## src/rtl/multicycle_controller_if.sv

```systemverilog
// Control/status bundle between the multicycle controller and its datapath.
// The controller uses the master view; the datapath (or a bench) uses the slave view.
interface multicycle_controller_if;
    logic [6:0] op;
    logic [2:0] funct3;
    logic       funct7b5;
    logic       zero;
    logic       lt;
    logic       ltu;
    logic       mem_ready;

    logic       PCWrite;
    logic       AdrSrc;
    logic       MemWrite;
    logic       IRWrite;
    logic       RegWrite;
    logic [1:0] ResultSrc;
    logic [1:0] ALUSrcA;
    logic [1:0] ALUSrcB;
    logic [2:0] ImmSrc;
    logic [3:0] ALUControl;
    logic       instr_done;
    logic       fault;
    logic [3:0] state;

    modport master (
        input  op, funct3, funct7b5, zero, lt, ltu, mem_ready,
        output PCWrite, AdrSrc, MemWrite, IRWrite, RegWrite,
               ResultSrc, ALUSrcA, ALUSrcB, ImmSrc, ALUControl,
               instr_done, fault, state
    );

    modport slave (
        output op, funct3, funct7b5, zero, lt, ltu, mem_ready,
        input  PCWrite, AdrSrc, MemWrite, IRWrite, RegWrite,
               ResultSrc, ALUSrcA, ALUSrcB, ImmSrc, ALUControl,
               instr_done, fault, state
    );
endinterface

```

## src/rtl/multicycle_controller.sv

```systemverilog
// Multicycle RV32 subset controller: main FSM with memory handshake, stall
// timeout into a sticky FAULT state, and ALU/immediate decode.
module multicycle_controller #(
    parameter int MEM_HANDSHAKE = 1,
    parameter int WAIT_LIMIT    = 16
) (
    input  logic                   clk,
    input  logic                   reset,
    multicycle_controller_if.master bus
);

    typedef enum logic [3:0] {
        S_FETCH    = 4'd0,
        S_DECODE   = 4'd1,
        S_MEMADR   = 4'd2,
        S_MEMREAD  = 4'd3,
        S_MEMWB    = 4'd4,
        S_MEMWRITE = 4'd5,
        S_EXECR    = 4'd6,
        S_EXECI    = 4'd7,
        S_ALUWB    = 4'd8,
        S_JAL      = 4'd9,
        S_BRANCH   = 4'd10,
        S_FAULT    = 4'd11
    } state_t;

    localparam logic [6:0] OP_LOAD   = 7'b0000011;
    localparam logic [6:0] OP_STORE  = 7'b0100011;
    localparam logic [6:0] OP_RTYPE  = 7'b0110011;
    localparam logic [6:0] OP_ITYPE  = 7'b0010011;
    localparam logic [6:0] OP_JAL    = 7'b1101111;
    localparam logic [6:0] OP_BRANCH = 7'b1100011;

    localparam int            CW           = (WAIT_LIMIT < 1) ? 1 : $clog2(WAIT_LIMIT + 1);
    localparam int            LIM_M1_I     = (WAIT_LIMIT > 0) ? (WAIT_LIMIT - 1) : 0;
    localparam logic [CW-1:0] LIMIT_M1     = LIM_M1_I[CW-1:0];
    localparam logic          TIMEOUT_EN   = (WAIT_LIMIT > 0);
    localparam logic          HANDSHAKE_EN = (MEM_HANDSHAKE != 0);

    function automatic logic branch_taken(
        input logic [2:0] f3,
        input logic       z,
        input logic       lt_f,
        input logic       ltu_f
    );
        logic taken;
        case (f3)
            3'b000:  taken = z;
            3'b001:  taken = ~z;
            3'b100:  taken = lt_f;
            3'b101:  taken = ~lt_f;
            3'b110:  taken = ltu_f;
            3'b111:  taken = ~ltu_f;
            default: taken = 1'b0;
        endcase
        return taken;
    endfunction

    function automatic logic [3:0] alu_decode(
        input logic [1:0] alu_op,
        input logic [2:0] f3,
        input logic       op5,
        input logic       f7b5
    );
        logic [3:0] ctrl;
        case (alu_op)
            2'b00: ctrl = 4'b0000;
            2'b01: ctrl = 4'b0001;
            2'b10: begin
                case (f3)
                    3'b000:  ctrl = (op5 & f7b5) ? 4'b0001 : 4'b0000;
                    3'b001:  ctrl = 4'b0110;
                    3'b010:  ctrl = 4'b0101;
                    3'b011:  ctrl = 4'b1001;
                    3'b100:  ctrl = 4'b0100;
                    3'b101:  ctrl = f7b5 ? 4'b1000 : 4'b0111;
                    3'b110:  ctrl = 4'b0011;
                    3'b111:  ctrl = 4'b0010;
                    default: ctrl = 4'b0000;
                endcase
            end
            default: ctrl = 4'b0000;
        endcase
        return ctrl;
    endfunction

    function automatic logic [2:0] imm_decode(input logic [6:0] opc);
        logic [2:0] imm;
        case (opc)
            OP_LOAD:   imm = 3'b000;
            OP_ITYPE:  imm = 3'b000;
            OP_STORE:  imm = 3'b001;
            OP_BRANCH: imm = 3'b010;
            OP_JAL:    imm = 3'b011;
            default:   imm = 3'b000;
        endcase
        return imm;
    endfunction

    state_t        state_r;
    state_t        state_next_s;
    state_t        next_base_s;
    logic [CW-1:0] wait_cnt_r;
    logic          fault_r;
    logic          mem_ok_s;
    logic          stall_s;
    logic          stall_hold_s;
    logic          timeout_s;
    logic [1:0]    alu_op_s;

    logic          pc_write_s;
    logic          adr_src_s;
    logic          mem_write_s;
    logic          ir_write_s;
    logic          reg_write_s;
    logic [1:0]    result_src_s;
    logic [1:0]    alu_src_a_s;
    logic [1:0]    alu_src_b_s;
    logic          instr_done_s;

    // Without a handshake the memory is treated as completing every access at once.
    assign mem_ok_s  = HANDSHAKE_EN ? bus.mem_ready : 1'b1;
    assign timeout_s = TIMEOUT_EN && (wait_cnt_r == LIMIT_M1);

    // Next-state and Moore/handshake output decode.
    always_comb begin
        next_base_s  = state_r;
        stall_s      = 1'b0;
        alu_op_s     = 2'b00;
        pc_write_s   = 1'b0;
        adr_src_s    = 1'b0;
        mem_write_s  = 1'b0;
        ir_write_s   = 1'b0;
        reg_write_s  = 1'b0;
        result_src_s = 2'b00;
        alu_src_a_s  = 2'b00;
        alu_src_b_s  = 2'b00;
        instr_done_s = 1'b0;

        case (state_r)
            S_FETCH: begin
                alu_src_b_s  = 2'b10;
                result_src_s = 2'b10;
                if (mem_ok_s) begin
                    ir_write_s  = 1'b1;
                    pc_write_s  = 1'b1;
                    next_base_s = S_DECODE;
                end else begin
                    stall_s = 1'b1;
                end
            end
            S_DECODE: begin
                alu_src_a_s = 2'b01;
                alu_src_b_s = 2'b01;
                case (bus.op)
                    OP_LOAD, OP_STORE: next_base_s = S_MEMADR;
                    OP_RTYPE:          next_base_s = S_EXECR;
                    OP_ITYPE:          next_base_s = S_EXECI;
                    OP_JAL:            next_base_s = S_JAL;
                    OP_BRANCH: begin
                        if ((bus.funct3 == 3'b010) || (bus.funct3 == 3'b011)) begin
                            next_base_s = S_FAULT;
                        end else begin
                            next_base_s = S_BRANCH;
                        end
                    end
                    default:           next_base_s = S_FAULT;
                endcase
            end
            S_MEMADR: begin
                alu_src_a_s = 2'b10;
                alu_src_b_s = 2'b01;
                next_base_s = bus.op[5] ? S_MEMWRITE : S_MEMREAD;
            end
            S_MEMREAD: begin
                adr_src_s = 1'b1;
                if (mem_ok_s) begin
                    next_base_s = S_MEMWB;
                end else begin
                    stall_s = 1'b1;
                end
            end
            S_MEMWB: begin
                result_src_s = 2'b01;
                reg_write_s  = 1'b1;
                instr_done_s = 1'b1;
                next_base_s  = S_FETCH;
            end
            S_MEMWRITE: begin
                adr_src_s   = 1'b1;
                mem_write_s = 1'b1;
                if (mem_ok_s) begin
                    instr_done_s = 1'b1;
                    next_base_s  = S_FETCH;
                end else begin
                    stall_s = 1'b1;
                end
            end
            S_EXECR: begin
                alu_src_a_s = 2'b10;
                alu_op_s    = 2'b10;
                next_base_s = S_ALUWB;
            end
            S_EXECI: begin
                alu_src_a_s = 2'b10;
                alu_src_b_s = 2'b01;
                alu_op_s    = 2'b10;
                next_base_s = S_ALUWB;
            end
            S_ALUWB: begin
                reg_write_s  = 1'b1;
                instr_done_s = 1'b1;
                next_base_s  = S_FETCH;
            end
            S_JAL: begin
                alu_src_a_s = 2'b01;
                alu_src_b_s = 2'b10;
                pc_write_s  = 1'b1;
                next_base_s = S_ALUWB;
            end
            S_BRANCH: begin
                alu_src_a_s  = 2'b10;
                alu_op_s     = 2'b01;
                instr_done_s = 1'b1;
                pc_write_s   = branch_taken(bus.funct3, bus.zero, bus.lt, bus.ltu);
                next_base_s  = S_FETCH;
            end
            S_FAULT: begin
                next_base_s = S_FAULT;
            end
            default: begin
                next_base_s = S_FAULT;
            end
        endcase

        // A stall that has used up its budget diverts to FAULT; a completing access never does.
        state_next_s = (stall_s && timeout_s) ? S_FAULT : next_base_s;
        stall_hold_s = stall_s && (state_next_s == state_r);
    end

    // State register.
    always_ff @(posedge clk or posedge reset) begin
        if (reset) begin
            state_r <= S_FETCH;
        end else begin
            state_r <= state_next_s;
        end
    end

    // Consecutive stall counter; saturates so a disabled timeout cannot wrap it.
    always_ff @(posedge clk or posedge reset) begin
        if (reset) begin
            wait_cnt_r <= '0;
        end else if (!stall_hold_s) begin
            wait_cnt_r <= '0;
        end else if (!(&wait_cnt_r)) begin
            wait_cnt_r <= wait_cnt_r + CW'(1);
        end else begin
            wait_cnt_r <= wait_cnt_r;
        end
    end

    // Sticky fault flag, raised together with entry into FAULT.
    always_ff @(posedge clk or posedge reset) begin
        if (reset) begin
            fault_r <= 1'b0;
        end else begin
            fault_r <= fault_r | (state_next_s == S_FAULT);
        end
    end

    assign bus.PCWrite    = pc_write_s;
    assign bus.AdrSrc     = adr_src_s;
    assign bus.MemWrite   = mem_write_s;
    assign bus.IRWrite    = ir_write_s;
    assign bus.RegWrite   = reg_write_s;
    assign bus.ResultSrc  = result_src_s;
    assign bus.ALUSrcA    = alu_src_a_s;
    assign bus.ALUSrcB    = alu_src_b_s;
    assign bus.ImmSrc     = imm_decode(bus.op);
    assign bus.ALUControl = alu_decode(alu_op_s, bus.funct3, bus.op[5], bus.funct7b5);
    assign bus.instr_done = instr_done_s;
    assign bus.fault      = fault_r;
    assign bus.state      = state_r;

endmodule

```

## src/flat_wrapper.sv

```systemverilog
// flat-port wrapper written by rule: the top's interface ports become plain ports
module multicycle_controller_flat 
#(
    parameter int MEM_HANDSHAKE = 1,
    parameter int WAIT_LIMIT    = 16
)
  (clk, reset, bus_op, bus_funct3, bus_funct7b5, bus_zero, bus_lt, bus_ltu, bus_mem_ready, bus_PCWrite, bus_AdrSrc, bus_MemWrite, bus_IRWrite, bus_RegWrite, bus_ResultSrc, bus_ALUSrcA, bus_ALUSrcB, bus_ImmSrc, bus_ALUControl, bus_instr_done, bus_fault, bus_state);
  multicycle_controller_if bus_i ();
  input  logic clk;
  input  logic reset;
  input wire logic [$bits(bus_i.op)-1:0] bus_op;
  input wire logic [$bits(bus_i.funct3)-1:0] bus_funct3;
  input wire logic [$bits(bus_i.funct7b5)-1:0] bus_funct7b5;
  input wire logic [$bits(bus_i.zero)-1:0] bus_zero;
  input wire logic [$bits(bus_i.lt)-1:0] bus_lt;
  input wire logic [$bits(bus_i.ltu)-1:0] bus_ltu;
  input wire logic [$bits(bus_i.mem_ready)-1:0] bus_mem_ready;
  output wire logic [$bits(bus_i.PCWrite)-1:0] bus_PCWrite;
  output wire logic [$bits(bus_i.AdrSrc)-1:0] bus_AdrSrc;
  output wire logic [$bits(bus_i.MemWrite)-1:0] bus_MemWrite;
  output wire logic [$bits(bus_i.IRWrite)-1:0] bus_IRWrite;
  output wire logic [$bits(bus_i.RegWrite)-1:0] bus_RegWrite;
  output wire logic [$bits(bus_i.ResultSrc)-1:0] bus_ResultSrc;
  output wire logic [$bits(bus_i.ALUSrcA)-1:0] bus_ALUSrcA;
  output wire logic [$bits(bus_i.ALUSrcB)-1:0] bus_ALUSrcB;
  output wire logic [$bits(bus_i.ImmSrc)-1:0] bus_ImmSrc;
  output wire logic [$bits(bus_i.ALUControl)-1:0] bus_ALUControl;
  output wire logic [$bits(bus_i.instr_done)-1:0] bus_instr_done;
  output wire logic [$bits(bus_i.fault)-1:0] bus_fault;
  output wire logic [$bits(bus_i.state)-1:0] bus_state;
  assign bus_i.op = bus_op;
  assign bus_i.funct3 = bus_funct3;
  assign bus_i.funct7b5 = bus_funct7b5;
  assign bus_i.zero = bus_zero;
  assign bus_i.lt = bus_lt;
  assign bus_i.ltu = bus_ltu;
  assign bus_i.mem_ready = bus_mem_ready;
  assign bus_PCWrite = bus_i.PCWrite;
  assign bus_AdrSrc = bus_i.AdrSrc;
  assign bus_MemWrite = bus_i.MemWrite;
  assign bus_IRWrite = bus_i.IRWrite;
  assign bus_RegWrite = bus_i.RegWrite;
  assign bus_ResultSrc = bus_i.ResultSrc;
  assign bus_ALUSrcA = bus_i.ALUSrcA;
  assign bus_ALUSrcB = bus_i.ALUSrcB;
  assign bus_ImmSrc = bus_i.ImmSrc;
  assign bus_ALUControl = bus_i.ALUControl;
  assign bus_instr_done = bus_i.instr_done;
  assign bus_fault = bus_i.fault;
  assign bus_state = bus_i.state;
  multicycle_controller #(.MEM_HANDSHAKE(MEM_HANDSHAKE), .WAIT_LIMIT(WAIT_LIMIT)) u_core (.clk(clk), .reset(reset), .bus(bus_i));
endmodule
```

## config.mk

```make
export PLATFORM = sky130hd
export DESIGN_NAME = multicycle_controller_flat
export DESIGN_NICKNAME = d
export VERILOG_FILES = /design/src/rtl/multicycle_controller_if.sv /design/src/rtl/multicycle_controller.sv /design/src/flat_wrapper.sv
export SDC_FILE = /design/constraint.sdc
export NUM_CORES = 1
export LEC_CHECK = 0
export BUFFER_PORTS_ARGS = -buffer_cell sky130_fd_sc_hd__buf_2
export CORE_AREA = 2 2 57 59
export DETAILED_ROUTE_END_ITERATION = 12
export DIE_AREA = 0 0 59 61
export HOLD_SLACK_MARGIN = 0.03
export PLACE_DENSITY = 0.74
export SLEW_MARGIN = 10
export SYNTH_ARGS = -nofsm -noshare
export SYNTH_HDL_FRONTEND = slang
export SYNTH_SLANG_ARGS = --single-unit
```

## constraint.sdc

```tcl
create_clock -name clk -period 3.3 [get_ports clk]
set_input_delay 0.165 -clock clk [delete_from_list [all_inputs] [get_ports clk]]
set_output_delay 0.165 -clock clk [all_outputs]
set_load 0.05 [all_outputs]
```

==> run metrics <==
Post-Syn Area=1146 µm²; Ys Warns=0; Root Driver=clkbuf_4; Tcrit/Tclk final=0.7818; htree depth=1; r2r worst-path depth=5; Mapped Cells=142; routed wire length=2462 µm; Sink Count=10; initial antenna violation count=0; area grow syn2layout=19.21%; via count=1116; DR vias/cell=5.391; Worst Path Required=3130 ps; Setup crit end=bus_ALUControl[2]; EDFF count, synth=0; clk_lat worst skew=260 ps; Reg clk slew, reported paths=60 ps; CP Launch Point=u_core.bus.state[1]; Cell Pwr Density=908.5 nW/µm²; Startpoint Class=flip-flop; crit path max fanout=23; commonest cells after routing, fill and taps aside=39 x buf_2, 13 x nor2_1, 10 x dfrtp_1, 9 x a21oi_1, 8 x nand2_1; Placeable Area=2953 µm²; Worst EP arrival=2410 ps; Distinct cells, synth=47; worst-case clock buffer depth=2; Final nets=198; Hold Path Class=in -> reg; clk_skew=3.032 ps; Peak VDD IR=0.2980 mV; mean post-synth cell area=8.071 µm²; total grt overflow=0; relative slew slack=0.5324; Row Count=20; ANT cells=0; first-pass GRT wire length=4195 µm; DR pass1 iterations=4; top_reg_cell synth=dfrtp_1; max-cap violations=0; setup violators final=0; Leak Pwr=0.0006487 µW; Net Sw Frac=0.6171; sequential power share=0.210; pin count of the biggest net entering global routing=24; RSZ-0062 raised after global routing=no; die area=3599 µm²; Peak Freq=0.3876 GHz; multi-input logic area=817.0 µm²; vias in the first global route=948; switching power total=766.0 µW; outcome=complete, no violations; I/O pin cnt=41; commonest non-fill, non-tap cell in the layout=buf_2; Internal Power=475.3 µW; HPWL after DPL=1941 µm; share of layout cells above drive strength 1=0.3161; setup_tns=0 ps; R2R setup slack=1060 ps; #FFs+latches synth=10; Pins Over Slew Limit=0; Syn Nets=164; Placer Congestion=0.7434; Final Hold Vio Count=0; FF/Latch Area=250.2 µm²; WHS=268.6 ps; worst r2r src=u_core.bus.state[2]; minimum clock period=2580 ps; DR WL/cell=11.89 µm; Chip Width=59 µm; asr flop ratio synth=1.000; CP Capture Type=output pin; clock power share=0.064; port bufs=39; sequential element share of the synthesized area=0.2183; combinational power share=0.726; fill count=315; DRT iter0 DRCs=36; DRC errors left=0; Vert. Die Dim=61 µm; Num CTS Buffers=3; antenna-violating nets left=0; CTS tree=built; Worst Setup Path Type=reg -> out; slew of the pin with the lowest slew margin=701.3 ps; GRT Overall Usage=0.1492; FF-to-FF End=u_core.wait_cnt_r[1]; CTS resizes=0; Starting Density=0.3881
## sequential cells by signal, summed over array words and instances (netlist names)
register	cells
u_core.bus.fault	1
u_core.wait_cnt_r	5
u_core.bus.state	4
## kinds of logic after synthesis
group,after synthesis,synth area share
AOI/OAI and AO/OA,26,0.1572
xor gates and xnor gates,9,0.06877
and+or+nand+nor,68,0.3734
buffers and inverters,18,0.07968
muxes,5,0.04476
other,1,0.003272
adders and majority gates,5,0.05459
DFF,10,0.2183
## synthesized netlist by cell type, drive strengths merged (6+ instances only)
cell	count	area [µm²]
inv	6	22.52
clkbuf	6	22.52
a21oi	9	45.04
nor3	6	30.03
nor2	13	48.80
dfrtp	10	250.2
nand2	8	30.03
nand2b	6	37.54
buf	6	46.28
## through the flow
step | power (µW) | util | cell area, µm² | std cells | setup WS (ps)
2_1_floorplan | 1020 | - | 1159 | 142 | 98.31
3_3_place_gp | 1160 | 0.4517 | 1334 | 203 | 1037
3_5_place_dp | 1169 | 0.4517 | 1334 | 203 | 992.2
4_1_cts | 1250 | 0.4627 | 1366 | 207 | 711.2
5_1_grt | 1339 | 0.4627 | 1366 | 207 | 480.3
6_report | 1241 | 0.4627 | 1366 | 207 | 720.2
## routing by layer
metal,vias to the layer above,global-route usage,wire length [µm]
met4,0,0.05195,14
met5,-,0,0
li1,566,-,-
met1,517,0.2146,1170
met3,2,0.01919,150
met2,31,0.2302,1126
## what timing repair did
item                      4_1_cts  5_1_grt
hold buffers                    1        0
hold endpoints to repair       10        0
setup buffers                   0        0
## worst max-delay path: stages (launching register included)
cell and delay (ps):
dfrtp_1 790, nand3_1 200, ha_1 350, nand2b_1 180, a2111oi_2 320, buf_2 310
## how the worst min path moves through the flow
stage	depth (start not counted)	to	from
6_report	3	u_core.bus.state[3]	bus_op[6]
5_1_grt	3	u_core.bus.state[3]	bus_op[6]
4_1_cts	3	u_core.bus.state[3]	bus_op[6]
3_5_place_dp	2	u_core.wait_cnt_r[1]	reset
3_3_place_gp	2	u_core.wait_cnt_r[0]	reset
2_1_floorplan	1	u_core.bus.fault	reset
## layout make-up
| type | instances | share of cell area |
|---|---|---|
| repair buffers | 41 | 0.1557 |
| clock buffers | 3 | 0.01648 |
| inverters | 6 | 0.01648 |
| flip-flops and latches | 10 | 0.1832 |
| well taps | 33 | 0.03022 |
| multi-input cells | 114 | 0.5980 |
## power by group through the flow
stage	Combinational [µW]	Clock, µW	Sequential [µW]
final	901	79.1	261
after global routing	974	90.0	275
after CTS	908	82.3	260
after detailed placement	905	0	263
after global placement	900	0	260
after floorplan	760	0	260
(Power assumes the default switching activity.)
